==> src/rtl/mac_operand_streamer_if.sv <==
// Operand-side bus of mac_operand_streamer: the read port shared by the A/B
// operand memories plus the operand/clear/result lines of one mac_pe.
// Signal suffixes are seen from the streamer (_o driven by it, _i sampled).
interface mac_operand_streamer_if #(
  parameter int DataWidth = 16,
  parameter int AddrWidth = 8
);
  logic                   rd_req_o;
  logic                   rd_gnt_i;
  logic [AddrWidth-1:0]   a_addr_o;
  logic [AddrWidth-1:0]   b_addr_o;
  logic [DataWidth-1:0]   a_rdata_i;
  logic [DataWidth-1:0]   b_rdata_i;
  logic [DataWidth-1:0]   a_o;
  logic [DataWidth-1:0]   b_o;
  logic                   a_valid_o;
  logic                   b_valid_o;
  logic                   acc_clr_o;
  logic [2*DataWidth-1:0] c_i;

  // Streamer side.
  modport master (
    output rd_req_o, a_addr_o, b_addr_o, a_o, b_o, a_valid_o, b_valid_o, acc_clr_o,
    input  rd_gnt_i, a_rdata_i, b_rdata_i, c_i
  );

  // Memory / PE side.
  modport slave (
    input  rd_req_o, a_addr_o, b_addr_o, a_o, b_o, a_valid_o, b_valid_o, acc_clr_o,
    output rd_gnt_i, a_rdata_i, b_rdata_i, c_i
  );
endinterface

==> src/rtl/mac_operand_streamer.sv <==
// Fetches K operand pairs from the A/B memories, streams them into a mac_pe,
// and captures the PE accumulator once the last pair has settled.
module mac_operand_streamer #(
  parameter int DataWidth = 16,
  parameter int AddrWidth = 8,
  parameter int LenWidth  = AddrWidth + 1,
  parameter int PeLatency = 1
) (
  input  logic                   clk_i,
  input  logic                   rst_i,
  input  logic                   start_i,
  input  logic [LenWidth-1:0]    len_i,
  input  logic [AddrWidth-1:0]   base_a_i,
  input  logic [AddrWidth-1:0]   base_b_i,
  output logic                   busy_o,
  output logic                   done_o,
  output logic [2*DataWidth-1:0] result_o,
  mac_operand_streamer_if.master bus
);

  localparam int DrainWidth = (PeLatency > 1) ? $clog2(PeLatency) : 1;

  typedef enum logic [2:0] {
    S_IDLE,
    S_CLEAR,
    S_STREAM,
    S_DRAIN,
    S_DONE
  } state_e;

  state_e                 state_q,    state_d;
  logic [LenWidth-1:0]    len_q,      len_d;
  logic [AddrWidth-1:0]   base_a_q,   base_a_d;
  logic [AddrWidth-1:0]   base_b_q,   base_b_d;
  logic [LenWidth-1:0]    issued_q,   issued_d;
  logic [LenWidth-1:0]    received_q, received_d;
  logic                   rd_valid_q, rd_valid_d;
  logic [DrainWidth-1:0]  drain_q,    drain_d;
  logic [2*DataWidth-1:0] result_q,   result_d;

  logic rd_req;
  logic accept;
  logic beat;

  // A request is outstanding while fewer than K reads have been accepted;
  // a beat is the registered acceptance, matching the 1-cycle read latency.
  assign rd_req = (state_q == S_STREAM) && (issued_q < len_q);
  assign accept = rd_req && bus.rd_gnt_i;
  assign beat   = (state_q == S_STREAM) && rd_valid_q;

  // Next-state and datapath-register update for the command FSM.
  always_comb begin
    // NOTE: every _d gets a default before the case so no path leaves a
    // signal unassigned, which would otherwise infer a latch.
    state_d    = state_q;
    len_d      = len_q;
    base_a_d   = base_a_q;
    base_b_d   = base_b_q;
    issued_d   = issued_q;
    received_d = received_q;
    drain_d    = drain_q;
    result_d   = result_q;
    rd_valid_d = accept;

    unique case (state_q)
      S_IDLE: begin
        if (start_i) begin
          if (len_i != '0) begin
            len_d    = len_i;
            base_a_d = base_a_i;
            base_b_d = base_b_i;
            state_d  = S_CLEAR;
          end else begin
            // Empty job: report a zero result without touching PE or memories.
            result_d = '0;
            state_d  = S_DONE;
          end
        end
      end
      S_CLEAR: begin
        issued_d   = '0;
        received_d = '0;
        state_d    = S_STREAM;
      end
      S_STREAM: begin
        if (accept) begin
          issued_d = issued_q + LenWidth'(1);
        end
        if (beat) begin
          received_d = received_q + LenWidth'(1);
          if (received_q + LenWidth'(1) == len_q) begin
            drain_d = '0;
            state_d = S_DRAIN;
          end
        end
      end
      S_DRAIN: begin
        // Give the PE PeLatency cycles to fold the last beat into c_i.
        if (drain_q == DrainWidth'(PeLatency - 1)) begin
          result_d = bus.c_i;
          state_d  = S_DONE;
        end else begin
          drain_d = drain_q + DrainWidth'(1);
        end
      end
      S_DONE: begin
        state_d = S_IDLE;
      end
      default: begin
        state_d = S_IDLE;
      end
    endcase
  end

  // State and datapath registers with synchronous reset; clearing rd_valid_q
  // drops any read still in flight when reset hits.
  always_ff @(posedge clk_i) begin
    // NOTE: non-blocking assignments so every flop samples pre-edge values.
    if (rst_i) begin
      state_q    <= S_IDLE;
      len_q      <= '0;
      base_a_q   <= '0;
      base_b_q   <= '0;
      issued_q   <= '0;
      received_q <= '0;
      rd_valid_q <= 1'b0;
      drain_q    <= '0;
      result_q   <= '0;
    end else begin
      state_q    <= state_d;
      len_q      <= len_d;
      base_a_q   <= base_a_d;
      base_b_q   <= base_b_d;
      issued_q   <= issued_d;
      received_q <= received_d;
      rd_valid_q <= rd_valid_d;
      drain_q    <= drain_d;
      result_q   <= result_d;
    end
  end

  assign busy_o   = (state_q == S_CLEAR) || (state_q == S_STREAM) || (state_q == S_DRAIN);
  assign done_o   = (state_q == S_DONE);
  assign result_o = result_q;

  // Addresses wrap modulo 2^AddrWidth; they read as zero while no request is up.
  assign bus.rd_req_o  = rd_req;
  assign bus.a_addr_o  = rd_req ? (base_a_q + AddrWidth'(issued_q)) : '0;
  assign bus.b_addr_o  = rd_req ? (base_b_q + AddrWidth'(issued_q)) : '0;
  assign bus.acc_clr_o = (state_q == S_CLEAR);
  assign bus.a_valid_o = beat;
  assign bus.b_valid_o = beat;
  // Operand data is meaningless without valid; gating keeps idle outputs at 0.
  assign bus.a_o       = beat ? bus.a_rdata_i : '0;
  assign bus.b_o       = beat ? bus.b_rdata_i : '0;

endmodule

==> src/flat_wrapper.sv <==
// flat-port wrapper written by rule: the top's interface ports become plain ports
module mac_operand_streamer_flat 
#(
  parameter int DataWidth = 16,
  parameter int AddrWidth = 8,
  parameter int LenWidth  = AddrWidth + 1,
  parameter int PeLatency = 1
)
  (clk_i, rst_i, start_i, len_i, base_a_i, base_b_i, busy_o, done_o, result_o, bus_rd_req_o, bus_a_addr_o, bus_b_addr_o, bus_a_o, bus_b_o, bus_a_valid_o, bus_b_valid_o, bus_acc_clr_o, bus_rd_gnt_i, bus_a_rdata_i, bus_b_rdata_i, bus_c_i);
  mac_operand_streamer_if #(.DataWidth(DataWidth), .AddrWidth(AddrWidth)) bus_i ();
  input  logic clk_i;
  input  logic rst_i;
  input  logic start_i;
  input  logic [LenWidth-1:0] len_i;
  input  logic [AddrWidth-1:0] base_a_i;
  input  logic [AddrWidth-1:0] base_b_i;
  output logic busy_o;
  output logic done_o;
  output logic [2*DataWidth-1:0] result_o;
  output wire logic [$bits(bus_i.rd_req_o)-1:0] bus_rd_req_o;
  output wire logic [$bits(bus_i.a_addr_o)-1:0] bus_a_addr_o;
  output wire logic [$bits(bus_i.b_addr_o)-1:0] bus_b_addr_o;
  output wire logic [$bits(bus_i.a_o)-1:0] bus_a_o;
  output wire logic [$bits(bus_i.b_o)-1:0] bus_b_o;
  output wire logic [$bits(bus_i.a_valid_o)-1:0] bus_a_valid_o;
  output wire logic [$bits(bus_i.b_valid_o)-1:0] bus_b_valid_o;
  output wire logic [$bits(bus_i.acc_clr_o)-1:0] bus_acc_clr_o;
  input wire logic [$bits(bus_i.rd_gnt_i)-1:0] bus_rd_gnt_i;
  input wire logic [$bits(bus_i.a_rdata_i)-1:0] bus_a_rdata_i;
  input wire logic [$bits(bus_i.b_rdata_i)-1:0] bus_b_rdata_i;
  input wire logic [$bits(bus_i.c_i)-1:0] bus_c_i;
  assign bus_rd_req_o = bus_i.rd_req_o;
  assign bus_a_addr_o = bus_i.a_addr_o;
  assign bus_b_addr_o = bus_i.b_addr_o;
  assign bus_a_o = bus_i.a_o;
  assign bus_b_o = bus_i.b_o;
  assign bus_a_valid_o = bus_i.a_valid_o;
  assign bus_b_valid_o = bus_i.b_valid_o;
  assign bus_acc_clr_o = bus_i.acc_clr_o;
  assign bus_i.rd_gnt_i = bus_rd_gnt_i;
  assign bus_i.a_rdata_i = bus_a_rdata_i;
  assign bus_i.b_rdata_i = bus_b_rdata_i;
  assign bus_i.c_i = bus_c_i;
  mac_operand_streamer #(.DataWidth(DataWidth), .AddrWidth(AddrWidth), .LenWidth(LenWidth), .PeLatency(PeLatency)) u_core (.clk_i(clk_i), .rst_i(rst_i), .start_i(start_i), .len_i(len_i), .base_a_i(base_a_i), .base_b_i(base_b_i), .busy_o(busy_o), .done_o(done_o), .result_o(result_o), .bus(bus_i));
endmodule
==> config.mk <==
export PLATFORM = sky130hd
export DESIGN_NAME = mac_operand_streamer_flat
export DESIGN_NICKNAME = d
export VERILOG_FILES = /design/src/rtl/mac_operand_streamer_if.sv /design/src/rtl/mac_operand_streamer.sv /design/src/flat_wrapper.sv
export SDC_FILE = /design/constraint.sdc
export NUM_CORES = 1
export LEC_CHECK = 0
export ABC_AREA = 1
export CAP_MARGIN = 30
export CORE_MARGIN = 2
export CORE_UTILIZATION = 39
export DETAILED_ROUTE_END_ITERATION = 7
export PLACE_DENSITY = 0.75
export SYNTH_ARGS = -nofsm -noshare
export SYNTH_HDL_FRONTEND = slang
export SYNTH_SLANG_ARGS = --single-unit
==> constraint.sdc <==
create_clock -name clk_i -period 2 [get_ports clk_i]
set_clock_uncertainty 0.2 [all_clocks]
set_input_delay 0.3 -clock clk_i [delete_from_list [all_inputs] [get_ports clk_i]]
set_output_delay 0.3 -clock clk_i [all_outputs]
set_load 0.02 [all_outputs]
==> metrics.md <==
| Metric | Value |
|---|---|
| Die ar. | `12000 µm²` |
| Die Span Y | `110 µm` |
| Synth Area in XOR/XNOR | `2.41%` |
| Share of cells above drive strength 1 | `33.1%` |
| Post-Synth Adder-Cell Area | `7.81%` |
| WP data required | `1500 ps` |
| Post-Layout Cell Count | `1062` |
| CP Depth | `10` |
| Worst-Margin Slew | `568 ps` |
| Post-Place Cells | `1026` |
| Initial DRC count | `369` |
| Worst skew pair latency | `360 ps` |
| Sequential area share after synthesis | `36.3%` |
| CP arrival | `2110 ps` |
| Crit-path leading delay family | `adder cells` |
| Post-DP HPWL | `11000 µm` |
| Slew margin rel. | `62.1%` |
| Num Clock Sinks | `79` |
| Final nets | `1036` |
| Critical path type | `flip-flop to output port` |
| NetSw | `2.82 mW` |
| Finished Core Util | `74.6%` |
| Syn Nets | `773` |
| Number of synthesized register bits | `79` |
| Filler cells | `735` |
| Crit path launch | `u_core.issued_q[0]` |
| Cts hold-fix bufs | `0` |
| Critical path, cell by cell | `ha_4 > fa_2 > nand3_2 > nand3_2 > nand2_1 > nand2_1 > a21oi_2 > xor2_2 > nor2_4 > buf_6` |
| First-pass GRT wire length | `24700 µm` |
| Hold Crit Class | `flip-flop to flip-flop` |
| Worst R2R Path Depth | `13` |
| Post-route ant nets | `0` |
| Core area | `10900 µm²` |
| Worst-path maximum fanout | `3` |
| Register Area | `1610 µm²` |
| Crit end category | `output port` |
| Synth Instances | `654` |
| GPL Wtd Cong | `0.932` |
| Vias per inst | `5.22` |
| Comb power frac | `49.9%` |
| Period minus WS final | `2610 ps` |
| Port Buf Inserts | `178` |
| Initial core utilization | `40.0%` |
| N_diodes | `0` |
| Final Max Tran Viols | `0` |
| Area grow syn2layout | `86.4%` |
| FMAX | `0.383 GHz` |
| CP peak stage delay | `380 ps` |
| Place WS | `-704 ps` |
| Final setup violation count | `62` |
| IO Pins | `179` |
| Clock tree buffer depth | `2` |
| GRT Total Usage | `26.2%` |
| Pint | `4.12 mW` |
| Type of origin of the critical path | `flip-flop` |
| Initial antenna violation count | `0` |
| Post-Syn Area per Cell | `6.66 µm²` |
| Max-cap check violation count | `0` |
| Worst r2r src | `u_core.len_q[6]` |
| H-tree Lvls | `3` |
| Multiplexer area fraction after synthesis | `0%` |
| DR vias | `5543` |
| Setup crit end | `bus_a_addr_o[6]` |
| Cell variety after synth | `32` |
| Total wire length | `17700 µm` |
| Synth Area in Compound Gates | `14.0%` |
| Setup slack after layout | `-612 ps` |
| Total CTS buffers | `9` |
| Lkg Pwr | `3.40 nW` |
| Die span in x | `110 µm` |
| Synth warn | `0` |
| Root Driver | `clkbuf_8` |
| Max IR drop VDD | `0.498 mV` |
| Largest family of logic cells by synthesized area | `simple AND/OR/NAND/NOR gates` |
| RSZ-0062 raised after global routing | `yes` |
| Outcome | `finished, violations left` |
| Clock transition at the registers of the reported paths | `100 ps` |
| Switching share of power | `40.7%` |
| Tcrit/Tclk final | `131%` |
| PwrDens | `854 nW/µm²` |
| Hold Vio Cnt, Final | `0` |
| Critical-path top delay cell | `dfxtp_4` |
| Worst R2R End | `u_core.issued_q[3]` |
| Routed length per instance | `16.7 µm` |
| Worst R2R Setup Slack | `-210 ps` |
| Drt first pass iters | `7` |
| DRC | `0` |
| Bufs and invs on worst path | `1` |
| Area of the multi-input gates | `3030 µm²` |
| CTS tree | `yes` |
| Synth Area in Simple Gates | `30.0%` |
| Vias in the first global route | `5298` |
| Rows | `38` |
| Failing checks | `setup timing` |
| Largest net degree at the start of global routing | `51` |
| Seq pwr share | `29.9%` |
| Total global routing overflow | `0` |
| Mapped Area | `4360 µm²` |
| Clock group share of total power | `20.1%` |
## worst reg2reg max path, cell delays in order, from the launching register on
cell and delay, ps:
dfxtp_2 330, inv_1 50, ha_1 300, nand2_1 80
a21oi_1 70, nor2_2 100, nand3_2 100, nor2_4 200
buf_12 150, buf_6 110, nand2_8 60, buf_6 150
nand3_1 100, a21oi_2 80
## what timing repair did
action,in CTS,in global routing
cloned,3,1
pin swaps,17,12
setup buffers,10,6
resized for setup,389,86
endpoints found under the setup margin,63,72
## registers in the layout (all words and copies together) (netlist names)
signal and count:
u_core.rd_valid_q 1, u_core.received_q 9, u_core.len_q 9, u_core.issued_q 9, u_core.result_o 32, u_core.base_a_q 8
u_core.base_b_q 8, u_core.state_q 3
## per-stage QoR
stage          setup TNS (ps)  hold WS, ps  area [µm²]  power, mW
6_report               -14530          265        8130       6.94
5_1_grt                -18200          286        8130       7.30
4_1_cts                -12540          268        7730       6.67
3_5_place_dp           -22790          256        7020       5.10
3_3_place_gp           -21780          247        7020       5.01
2_1_floorplan           -2990          243        4510       3.69
## layout by cell type (no fill, tap or decap), types with 6 or more instances in the layout
cell,n
a21oi_1,63
a21oi_2,16
buf_12,8
buf_4,79
buf_6,57
clkbuf_8,9
clkdlybuf4s50_1,124
dfxtp_1,61
dfxtp_2,15
ha_1,13
ha_4,9
inv_1,70
inv_2,8
nand2_1,142
nand2_2,10
nand3_1,30
nand3_2,9
nand4_1,8
nor2_1,54
nor2_2,6
nor2_4,43
o21ai_0,24
o21ai_1,8
xor2_1,7
## cells by family (layout without fill, tap and decap cells)
kind of cell,count (synthesis),in the layout
AOI/OAI and AO/OA,119,119
and+or+nand+nor,313,314
adders and majority gates,26,26
xor gates and xnor gates,12,12
DFF,79,79
buffers and inverters,105,372
## area by class of cell
type | instances | area share, %
Clock buffer | 9 | 1.52
Multi-Input combinational cell | 471 | 37.3
Clock inverter | 7 | 1.28
Timing Repair Buffer | 276 | 34.1
Inverter | 80 | 3.77
Tap cell | 140 | 2.16
Sequential cell | 79 | 19.8
## power by group through the flow
stage          combinational, mW  clock, mW  sequential [mW]
5_1_grt                     3.72       1.48             2.10
3_5_place_dp                3.05          0             2.05
3_3_place_gp                2.97          0             2.04
4_1_cts                     3.23       1.39             2.06
6_report                    3.47       1.40             2.08
2_1_floorplan               1.59          0             2.10
## synth_stat cells (all sizes together)
cell type,number,area share [%]
nand2,155,14
a21o,1,0.17
fa,2,0.92
nor3b,2,0.34
clkbuf,15,1.3
nor4,1,0.14
o21bai,1,0.17
nand4,8,1.1
nand3,39,4.5
o21ai,35,4.1
a21oi,79,9.1
o211ai,2,0.34
dfxtp,79,36
ha,24,6.9
buf,10,1.3
nor3,6,1.1
a211oi,1,0.17
nor2,102,9.0
xnor2,2,0.40
inv,80,6.9
xor2,10,2.0
## worst min-delay path by stage
stage / startpoint / to / slack, ps / cells past startpoint
6_report: u_core.result_o[17] / u_core.result_o[17] / 270 / 2
5_1_grt: u_core.result_o[3] / u_core.result_o[3] / 290 / 2
4_1_cts: u_core.result_o[17] / u_core.result_o[17] / 270 / 2
3_5_place_dp: u_core.result_o[17] / u_core.result_o[17] / 260 / 2
3_3_place_gp: u_core.result_o[30] / u_core.result_o[30] / 250 / 2
2_1_floorplan: u_core.len_q[3] / u_core.len_q[3] / 240 / 2
## routing by layer
metal	global-route usage (%)	wire length, µm
met4	11.9	807
met3	5.04	1100
met5	0	0
met1	31.5	6540
met2	45.1	9260
No activity file was read; power rests on OpenSTA's default activity.
